<file path="src/rtl/sync_hazard_monitor.sv">
// Runtime checker for a synchronous model of an asynchronous circuit: tracks excitation,
// flags semi-modularity hazards and deadlock, and counts effective and null firings.
module sync_hazard_monitor #(
  parameter int N           = 8,
  parameter int FIRE_W      = 4,
  parameter int QUIET_LIMIT = 4,
  parameter int CNT_W       = 16
) (
  input  logic                 clk,
  input  logic                 reset,
  input  logic [FIRE_W-1:0]    fire,
  input  logic [N-1:0]         cur,
  input  logic [N-1:0]         nxt,
  output logic [N-1:0]         excited,
  output logic                 hazard,
  output logic [$clog2(N)-1:0] hazard_idx,
  output logic                 deadlock,
  output logic [CNT_W-1:0]     fire_count,
  output logic [CNT_W-1:0]     null_count,
  output logic [1:0]           state
);

  localparam int IDX_W = $clog2(N);

  typedef enum logic [1:0] {
    PRIME   = 2'd0,
    MONITOR = 2'd1,
    FAULT   = 2'd2
  } state_t;

  state_t              state_q, state_d;
  logic [N-1:0]        exc_now, dis;
  logic [N-1:0]        exc_prev_p1;
  logic [FIRE_W-1:0]   fire_prev_p1;
  logic [7:0]          quiet_q;
  logic                eff, hazard_set, quiet_now, quiet_hit, counting;

  function automatic logic [CNT_W-1:0] sat_inc(input logic [CNT_W-1:0] v);
    return (&v) ? v : v + CNT_W'(1);
  endfunction

  function automatic logic [IDX_W-1:0] lowest_idx(input logic [N-1:0] v);
    logic [IDX_W-1:0] idx;
    idx = '0;
    for (int i = N - 1; i >= 0; i--) begin
      if (v[i]) idx = IDX_W'(i);
    end
    return idx;
  endfunction

  // Stage p0: combinational excitation, effective-firing and disabling terms
  always_comb begin
    exc_now = cur ^ nxt;
    eff     = 1'b0;
    dis     = '0;
    for (int i = 0; i < N; i++) begin
      if ((fire == FIRE_W'(i)) && exc_now[i]) eff = 1'b1;
      // A signal that fired last cycle has legitimately left the excited set.
      dis[i] = exc_prev_p1[i] && !exc_now[i] && (fire_prev_p1 != FIRE_W'(i));
    end
  end

  assign counting  = (state_q == MONITOR) || (state_q == FAULT);
  assign quiet_now = (exc_now == '0);
  assign quiet_hit = quiet_now && (quiet_q >= 8'(QUIET_LIMIT - 1));

  always_comb begin
    state_d    = state_q;
    hazard_set = 1'b0;
    case (state_q)
      PRIME:   state_d = MONITOR;
      MONITOR: begin
        if (|dis) begin
          hazard_set = 1'b1;
          state_d    = FAULT;
        end
      end
      FAULT:   state_d = FAULT;
      default: state_d = PRIME;
    endcase
  end

  always_ff @(posedge clk) begin
    if (reset) state_q <= PRIME;
    else       state_q <= state_d;
  end

  // Stage p1: registered history, sticky flags and counters
  always_ff @(posedge clk) begin
    if (reset) begin
      exc_prev_p1  <= '0;
      fire_prev_p1 <= '1;
      excited      <= '0;
      hazard       <= 1'b0;
      hazard_idx   <= '0;
      deadlock     <= 1'b0;
      fire_count   <= '0;
      null_count   <= '0;
      quiet_q      <= '0;
    end else begin
      exc_prev_p1  <= exc_now;
      fire_prev_p1 <= fire;
      excited      <= exc_now;
      if (hazard_set) begin
        hazard     <= 1'b1;
        hazard_idx <= lowest_idx(dis);
      end
      if (counting) begin
        if (eff) fire_count <= sat_inc(fire_count);
        else     null_count <= sat_inc(null_count);
        if (!quiet_now) begin
          quiet_q <= '0;
        end else if (quiet_hit) begin
          quiet_q  <= 8'(QUIET_LIMIT);
          deadlock <= 1'b1;
        end else begin
          quiet_q <= quiet_q + 8'd1;
        end
      end
    end
  end

  assign state = state_q;

endmodule
</file>
<file path="config.mk">
export PLATFORM = sky130hd
export DESIGN_NAME = sync_hazard_monitor
export DESIGN_NICKNAME = d
export VERILOG_FILES = /design/src/rtl/sync_hazard_monitor.sv
export SDC_FILE = /design/constraint.sdc
export NUM_CORES = 1
export LEC_CHECK = 0
export ABC_CLOCK_PERIOD_IN_PS = 4900
export CORE_MARGIN = 2
export CORE_UTILIZATION = 54
export DETAILED_ROUTE_END_ITERATION = 16
export PLACE_DENSITY = 0.86
export SYNTH_ARGS = -nofsm -noshare
export SYNTH_HDL_FRONTEND = slang
export SYNTH_SLANG_ARGS = --single-unit
</file>
<file path="constraint.sdc">
create_clock -name clk -period 4.9 [get_ports clk]
set_input_delay 0.735 -clock clk [delete_from_list [all_inputs] [get_ports clk]]
set_output_delay 0.735 -clock clk [all_outputs]
set_load 0.02 [all_outputs]
</file>
==> impl_metrics.json, run 1 <==
{
  "status": "finished, final reports clean",
  "vias_per_cell": 5.65,
  "maxCapViolCount": 0,
  "ys_dominant_reg_cell": "dfxtp_1",
  "numClockSinks": 59,
  "hold_class": "reg -> reg",
  "synth.lib_cells_used.distinct": 46,
  "wirelength_mm": 6.90,
  "globalRoute.totalOverflow": 0,
  "timing.reg2reg.setup_slack_ps": 2460,
  "area_fraction_in_compound_gates_after_synthesis_pct": 9.56,
  "yosys.area.top_type": "dfxtp_1",
  "source_of_the_worst_hold_timing_path": "hazard",
  "ant_nets": 0,
  "worst_skew_late_latency_ps": 330,
  "min_delay_path_depth": 2,
  "maxSlewViolCount": 0,
  "worstSetupPathType": "in -> reg",
  "worst_ir_drop_on_vdd_uv": 281,
  "postCtsSetupRepairBufs": 0,
  "gpl.final_weighted_congestion": 0.875,
  "post_dp_hpwl_mm": 4.65,
  "n_antenna_cell": 0,
  "num-fill-cells": 372,
  "floorplan.rows": 26,
  "global_route_wire_length_before_repair_mm": 11.9,
  "r2r_start": "fire_prev_p1[0]",
  "critical_path.startpoint_type": "primary input",
  "area_added_between_synthesis_and_finish_pct": 31.2,
  "floorplan.die.height_um": 77.7,
  "antenna_found_initial": 0,
  "synth_area_per_cell_um2": 8.47,
  "wl_per_cell_um": 14.2,
  "critPathArrivalTime_ps": 3450,
  "timing.slew.headroom_pct": 18.7,
  "grt_pass1_vias": 2615,
  "cts.reportedPaths.clkPinSlew_ps": 60,
  "synthAdderAreaFrac_pct": 2.13,
  "ctsHoldBuffers": 0,
  "place.port_buffers": 68,
  "power.density_mw_per_mm2": 363,
  "initial_core_util_pct": 56.7,
  "regArea_mm2": 0.00118,
  "power.leakage_nw": 1.29,
  "grt_max_degree": 57,
  "total_power_w": 0.00140,
  "fp.dieW_um": 77.7,
  "drive_gt1_share_pct": 6.01,
  "timing.clock.skew_ps": 7.88,
  "first_iter_violations": 204,
  "timing.critical_path.cells": "clkdlybuf4s50_1, xnor2_1, mux4_2, o22ai_1, nor4_1, mux2_1",
  "nets": 439,
  "htree_num_levels": 3,
  "multi_input_area_mm2": 0.00164,
  "slowest_stage": "o22ai_1",
  "post-route-period-util_pct": 66.1,
  "post_cts_resized": 0,
  "whs_endpoint": "hazard",
  "ys_seq_area_share_pct": 40.3,
  "final-hold-violation-count": 0,
  "synthesis.area_mm2": 0.00293,
  "synth_top_family_by_area": "simple AND/OR/NAND/NOR gates",
  "groute.usage.overall_pct": 24.2,
  "synth-edff-count": 0,
  "yosys-top-cells-area": "dfxtp_1 (40%), xnor2_1 (11%), nor2_1 (7.4%)",
  "timing.final.setup_violations": 0,
  "tritoncts_clock_tree": "done",
  "synth_top_area_share_pct": 40.3,
  "drc": 0,
  "max_freq_ghz": 0.309,
  "cp_num_buf_inv": 1,
  "fin_tns_setup_ps": 0,
  "drtPass1Iterations": 4,
  "worst_r2r_endpoint": "state[0]",
  "worstPathRequired_ps": 5110,
  "pin_count": 69,
  "rr_worst_depth": 6,
  "tritoncts.num_buffers": 9,
  "ys_warn_count": 0,
  "critPathCaptureType": "flip-flop",
  "crit_path_max_incr_delay_ps": 940,
  "async_flop_share_pct": 0,
  "yosys-mux-area-fraction_pct": 2.65,
  "yosys.area_share.simple_pct": 29.7,
  "timing.final.ws_setup_ps": 1660,
  "setup_repair_after_global_routing_missed_its_margin": "no",
  "syn-instance-count": 346,
  "area_inside_the_core_boundary_mm2": 0.00517,
  "cp_top_family": "compound AO/OA/AOI/OAI gates",
  "worst_case_setup_slack_after_placement_ps": 1420,
  "worstPathMaxFanout": 16,
  "post_synth_xor_area_fraction_pct": 12.0,
  "postSynthNetCount": 373,
  "final_period_minus_worst_setup_slack_ps": 3240,
  "synth.ff_latch_count": 59,
  "via_count": 2745,
  "clk_path_buf_depth": 2,
  "cts-root-buf": "clkbuf_8",
  "die-area_mm2": 0.00603,
  "worst_tran_pin_value_ps": 1220
}
## worst register-to-register path, delay by kind of cell, from the launching register on
family             cells  cell delay (ps)
AOI/OAI and AO/OA      3              420
DFF                    1              420
and+or+nand+nor        3             1540
## layout by cell type (no fill, tap or decap), types with 3 or more instances in the layout
master / netlist / routed
nand3_1: 13 / 13
inv_1: 10 / 10
clkbuf_8: 0 / 10
or4_1: 6 / 6
xnor2_1: 38 / 38
nand4_1: 14 / 14
nand2b_1: 3 / 3
or2_2: 5 / 5
nor2_1: 58 / 58
ha_1: 5 / 5
o21ai_0: 4 / 4
nor4_1: 14 / 14
and4_1: 3 / 3
dfxtp_1: 59 / 59
a21oi_1: 11 / 11
a32oi_1: 4 / 4
a31oi_1: 3 / 3
nand2_1: 25 / 25
nor4b_1: 3 / 3
clkdlybuf4s50_1: 0 / 67
and2_1: 3 / 3
nor2b_1: 5 / 5
nor3_1: 13 / 13
## synthesized netlist by cell type (3+ instances only)
library cell and n:
xnor2_1 38, a32oi_1 4, and2_1 3, nor3_1 13, a31oi_1 3, a21oi_1 11
nor4b_1 3, and4_1 3, nor4_1 14, nor2_1 58, dfxtp_1 59, nand2b_1 3
or4_1 6, nand2_1 25, nand3_1 13, or2_2 5, clkbuf_1 10, nand4_1 14
ha_1 5, o21ai_0 4, nor2b_1 5, inv_1 10
## metrics by stage
step           cells  cell area, um^2  util [%]  hold slack [ps]
2_1_floorplan    346             2930         -              453
3_3_place_gp     471             3630      70.2              449
3_5_place_dp     471             3630      70.2              466
4_1_cts          486             3850      74.4              484
5_1_grt          486             3850      74.4              505
6_report         486             3850      74.4              476
## state kept, by name, indices dropped and copies added, names as in the netlist
| name | count |
|---|---|
| hazard_idx | 3 |
| null_count | 16 |
| hazard | 1 |
| deadlock | 1 |
| exc_prev_p1 | 8 |
| fire_prev_p1 | 4 |
| quiet_q | 8 |
| fire_count | 16 |
| state | 2 |
## final cells by class
cell class	count	share of cell area, %
flip-flops and latches	59	30.7
repair buffers	69	17.8
multi-input cells	263	42.7
inverters	10	0.976
well taps	70	2.28
clock buffers	10	3.58
clock inverters	5	2.02
## kinds of logic after synthesis
group                    after synthesis
AND/OR/NAND/NOR                      173
adder cells (fa/ha/maj)                5
buffers and inverters                 24
AO/OA/AOI/OAI                         40
XOR/XNOR                              40
flip-flops                            59
multiplexers                           5
## worst max-delay path by stage
stage / startpoint / to / slack, ps / depth (start not counted)
finish: nxt[7] / null_count[12] / 1660 / 6
global route: cur[7] / null_count[0] / 1530 / 7
CTS: nxt[7] / null_count[12] / 1730 / 6
detailed placement: nxt[7] / null_count[12] / 1420 / 6
global placement: nxt[7] / null_count[12] / 1510 / 6
floorplan: cur[7] / fire_count[9] / 2390 / 6
## report_power, final
part           internal (W)  switching (W)  leakage [nW]
registers          0.000510      0.0000272         0.480
clock network      0.000295       0.000187         0.108
logic              0.000147       0.000229         0.703
## per-layer routing
metal  track usage (%)  vias to the layer above  wire (um)
li1                  -                     1360          -
met1              30.2                     1280       3160
met2              39.3                       93       3300
met3              5.00                       12        311
met4              12.7                        0        124
met5                 0                        -          0
Power figures use the tool's default switching activity.
==> inputs of run 2 (changes only) <==
ABC_CLOCK_PERIOD_IN_PS = 3300   (was 4900)
CORE_UTILIZATION = 50   (was 54)
PLACE_DENSITY = 0.8   (was 0.86)
clock period = 3.3 ns   (was 4.9 ns; I/O delays follow)
==> impl_metrics.json, run 2 (synthesis results as in run 1) <==
{
  "post_cts_resized": 0,
  "power.density_mw_per_mm2": 539,
  "groute.usage.overall_pct": 22.9,
  "final_hold_slack_ps": 456,
  "worst_skew_late_latency_ps": 340,
  "timing.final.ws_setup_ps": 450,
  "tritoncts.num_buffers": 9,
  "post-route-period-util_pct": 86.4,
  "cp_num_buf_inv": 1,
  "final-hold-violation-count": 0,
  "power.leakage_nw": 1.31,
  "crit_path_max_incr_delay_ps": 880,
  "global_route_wire_length_before_repair_mm": 11.6,
  "slowest_stage": "o22ai_1",
  "postCtsSetupRepairBufs": 0,
  "vias_per_cell": 5.45,
  "worstPathMaxFanout": 16,
  "floorplan.rows": 27,
  "cp_top_family": "compound AO/OA/AOI/OAI gates",
  "worst_tran_pin_value_ps": 1130,
  "hold_class": "reg -> reg",
  "maxSlewViolCount": 0,
  "area_inside_the_core_boundary_mm2": 0.00557,
  "worst_case_setup_slack_after_placement_ps": 136,
  "critical_path.startpoint_type": "primary input",
  "cts.reportedPaths.clkPinSlew_ps": 70,
  "regArea_mm2": 0.00118,
  "place.detailed.instances": 478,
  "final_period_minus_worst_setup_slack_ps": 2850,
  "final-instance-count-excl-fill": 493,
  "ant_nets": 0,
  "critPathArrivalTime_ps": 3070,
  "drive_gt1_share_pct": 7.13,
  "area_added_between_synthesis_and_finish_pct": 32.6,
  "worstSetupPathType": "in -> reg",
  "floorplan.die.height_um": 80.6,
  "die-area_mm2": 0.00649,
  "post_dp_hpwl_mm": 4.86,
  "place.port_buffers": 68,
  "initial_core_util_pct": 52.6,
  "r2r_start": "fire_prev_p1[0]",
  "source_of_the_worst_hold_timing_path": "deadlock",
  "cts-root-buf": "clkbuf_8",
  "n_antenna_cell": 0,
  "globalRoute.totalOverflow": 0,
  "layout.cells.most_common_list": "clkdlybuf4s50_1 (67), dfxtp_1 (59), nor2_1 (58)",
  "most_common_cell_after_layout_fill_and_taps_aside": "clkdlybuf4s50_1",
  "maxCapViolCount": 0,
  "timing.slew.headroom_pct": 24.4,
  "timing.critical_path.cells": "clkdlybuf4s50_1, xnor2_1, mux4_2, o22ai_1, nor4_1, mux2_1",
  "worst_ir_drop_on_vdd_uv": 380,
  "gpl.final_weighted_congestion": 0.893,
  "grt_pass1_vias": 2580,
  "drc": 0,
  "nets": 444,
  "htree_num_levels": 3,
  "critPathLaunch": "nxt[4]",
  "clk_path_buf_depth": 2,
  "via_count": 2685,
  "critPathCaptureType": "flip-flop",
  "wl_per_cell_um": 13.8,
  "timing.final.setup_violations": 0,
  "timing.clock.skew_ps": 9.82,
  "tritoncts_clock_tree": "done",
  "fp.dieW_um": 80.6,
  "pin_count": 69,
  "setup_repair_after_global_routing_missed_its_margin": "no",
  "grt_max_degree": 57,
  "wirelength_mm": 6.81,
  "status": "finished, final reports clean",
  "numClockSinks": 59,
  "first_iter_violations": 164,
  "antenna_found_initial": 0,
  "multi_input_area_mm2": 0.00164,
  "worstPathRequired_ps": 3520,
  "ctsHoldBuffers": 0,
  "max_freq_ghz": 0.351,
  "reg.largest.list": "fire_count (16), null_count (16)",
  "num-fill-cells": 479,
  "fin_tns_setup_ps": 0,
  "drtPass1Iterations": 4
}
==> run 2: changes by cell type in the layout (fill, tap and decap cells not counted) <==
cell / delta
buf_4: +5
==> run 2: final timing paths <==
kind	slack, ps	to	cells past startpoint
worst min register to register	460	deadlock	2
worst min-delay path	460	deadlock	2
worst max-delay path	450	null_count[12]	6
worst max register to register	850	state[0]	6
==> run 2: power by group <==
group | total (W) | switching (W) | internal, W
logic | 0.000576 | 0.000338 | 0.000238
registers | 0.000799 | 0.0000409 | 0.000758
clock network | 0.000719 | 0.000280 | 0.000439
total | 0.00209 | 0.000659 | 0.00143
==> run 2: worst reg2reg max path: cells and delay by family, from the launching register on <==
family | cells | cell delay [ps]
AO/OA/AOI/OAI | 3 | 410
AND/OR/NAND/NOR | 3 | 1550
flip-flops | 1 | 420
==> run 2: layer usage <==
metal	part of all wire [%]	vias to the layer above	GRT usage, %
met5	0	-	0
met2	48	62	37.8
met3	5.1	10	6.74
li1	-	1372	-
met4	1.3	0	8.47
met1	45	1241	28.2
==> run 2: metrics by stage <==
step | power (W) | area [um^2] | utilization (%)
2_1_floorplan | 0.00117 | 2930 | -
3_3_place_gp | 0.00138 | 3670 | 65.9
3_5_place_dp | 0.00139 | 3670 | 65.9
4_1_cts | 0.00211 | 3890 | 69.7
5_1_grt | 0.00220 | 3890 | 69.7
6_report | 0.00209 | 3890 | 69.7
==> run 2: area by class of cell <==
| class | instances | area share [%] |
|---|---|---|
| multi-input cells | 263 | 42.3 |
| flip-flops and latches | 59 | 30.4 |
| repair buffers | 74 | 18.5 |
| clock buffers | 10 | 3.54 |
| well taps | 72 | 2.32 |
| clock inverters | 5 | 2.00 |
| inverters | 10 | 0.966 |
==> inputs of run 3 (changes only) <==
CORE_ASPECT_RATIO = 0.7   (was not set)
CORE_UTILIZATION = 60   (was 50)
CTS_CLUSTER_DIAMETER = 80   (was not set)
DONT_BUFFER_PORTS = 1   (was not set)
PLACE_DENSITY = 0.76   (was 0.8)
==> impl_metrics.json, run 3 (synthesis results as in run 1) <==
{
  "layout.cells.most_common_list": "dfxtp_1 (59), nor2_1 (58), xnor2_1 (38)",
  "timing.clock.skew_ps": 5.40,
  "gr-usage-met1_pct": 34.4,
  "grt_pass1_vias": 2295,
  "pin_count": 69,
  "globalRoute.totalOverflow": 0,
  "setup_repair_after_global_routing_missed_its_margin": "no",
  "max_freq_ghz": 0.407,
  "ant_nets": 0,
  "clk_path_buf_depth": 2,
  "critPathCaptureType": "flip-flop",
  "area_inside_the_core_boundary_mm2": 0.00473,
  "postCtsSetupRepairBufs": 0,
  "drive_gt1_share_pct": 7.41,
  "tritoncts_clock_tree": "done",
  "worst_ir_drop_on_vdd_uv": 430,
  "final-instance-count-excl-fill": 408,
  "cp_num_buf_inv": 0,
  "via_count": 2439,
  "n_antenna_cell": 0,
  "worst_case_setup_slack_after_placement_ps": 689,
  "worstPathRequired_ps": 3570,
  "place.port_buffers": 0,
  "worst_tran_pin_value_ps": 600,
  "ctsHoldBuffers": 0,
  "die-area_mm2": 0.00547,
  "fp.dieW_um": 87.5,
  "post_dp_hpwl_mm": 4.46,
  "layout.cell_area.non_filler_mm2": 0.00314,
  "drtPass1Iterations": 4,
  "area_added_between_synthesis_and_finish_pct": 7.17,
  "grt_max_degree": 57,
  "numClockSinks": 59,
  "reg.largest.list": "fire_count (16), null_count (16)",
  "timing.final.ws_setup_ps": 843,
  "critPathArrivalTime_ps": 2730,
  "floorplan.die.height_um": 62.5,
  "maxSlewViolCount": 0,
  "power.density_mw_per_mm2": 587,
  "critPathMostFrequentCell": "or4_1",
  "nets": 374,
  "final-hold-violation-count": 0,
  "global_route.peak_usage_layer": "met2",
  "htree_num_levels": 3,
  "gpl.final_weighted_congestion": 0.809,
  "timing.slew.headroom_pct": 59.7,
  "worst_skew_late_latency_ps": 330,
  "initial_core_util_pct": 62.0,
  "timing.final.setup_violations": 0,
  "cts-root-buf": "clkbuf_8",
  "total_power_w": 0.00185,
  "post_detailed_placement_cell_area_mm2": 0.00296,
  "status": "finished, final reports clean",
  "wl_per_cell_um": 15.9,
  "first_iter_violations": 205,
  "vias_per_cell": 5.98,
  "global_route_wire_length_before_repair_mm": 11.1,
  "gr-usage-met2_pct": 36.8,
  "post-route-period-util_pct": 74.5,
  "most_common_cell_after_layout_fill_and_taps_aside": "dfxtp_1",
  "timing.critical_path.cells": "or4_1, a32oi_1, a31oi_1, or4_1, or3_1, a21oi_1",
  "cp_top_family": "simple AND/OR/NAND/NOR gates",
  "power.leakage_nw": 1.05,
  "maxCapViolCount": 0,
  "place.detailed.instances": 393,
  "fin_tns_setup_ps": 0,
  "floorplan.rows": 21,
  "cts.reportedPaths.clkPinSlew_ps": 60,
  "slowest_stage": "or4_1",
  "drc": 0,
  "tritoncts.num_buffers": 9,
  "critical_path.startpoint_type": "flip-flop",
  "groute.usage.overall_pct": 25.7,
  "final_period_minus_worst_setup_slack_ps": 2460,
  "worstPathMaxFanout": 12,
  "post_cts_resized": 0,
  "global_route.usage.met3_pct": 10.7,
  "crit_path_max_incr_delay_ps": 630,
  "wirelength_mm": 6.48,
  "worstSetupPathType": "reg -> reg",
  "antenna_found_initial": 0,
  "hold_class": "in -> reg"
}
==> run 3: cell count changes in the layout (fill, tap and decap cells not counted) <==
cell and delta:
buf_2 -1, buf_4 -2, bufinv_16 -2, clkbuf_1 +1
clkbuf_8 +2, clkdlybuf4s50_1 -67, clkinvlp_4 -1
==> run 3: path summary, 6_finish.rpt <==
path                    from              to  slack [ps]  cells past startpoint
max          fire_prev_p1[0]        state[0]         840                      6
min                    reset  fire_count[10]         220                      1
max reg2reg  fire_prev_p1[0]        state[0]         840                      6
min reg2reg       quiet_q[0]      quiet_q[0]         490                      2
==> run 3: layout make-up <==
type,instances,area (um^2)
clock inverter,2,10.0
clock buffer,13,169
sequential,59,1180
fill,414,1590
inverter,10,37.5
tap,57,71.3
multi-input combinational,263,1640
timing repair buffer,4,30.0
==> run 3: per-stage QoR <==
stage               hold WS, ps  util (%)
floorplan                   453         -
global placement            467      62.6
detailed placement          477      62.6
CTS                         208      66.4
global route                208      66.4
finish                      224      66.4
==> run 3: report_power, final <==
part	internal, W	total, W	switching [W]	leakage, nW
combinational	0.000135	0.000394	0.000258	0.474
sequential	0.000758	0.000856	0.0000981	0.480
clock	0.000327	0.000596	0.000269	0.0953
total	0.00122	0.00185	0.000625	1.05
==> run 3: per-layer routing <==
metal	up-vias	share of wire (%)
li1	1238	-
met1	1130	47
met2	64	45
met3	7	7.1
met4	0	1.1
met5	-	0
==> run 3: worst reg2reg max path: stages, from the launching register on <==
cell	delay, ps
dfxtp_1	420
or4_1	560
a32oi_1	220
a31oi_1	90
or4_1	630
or3_1	350
a21oi_1	120
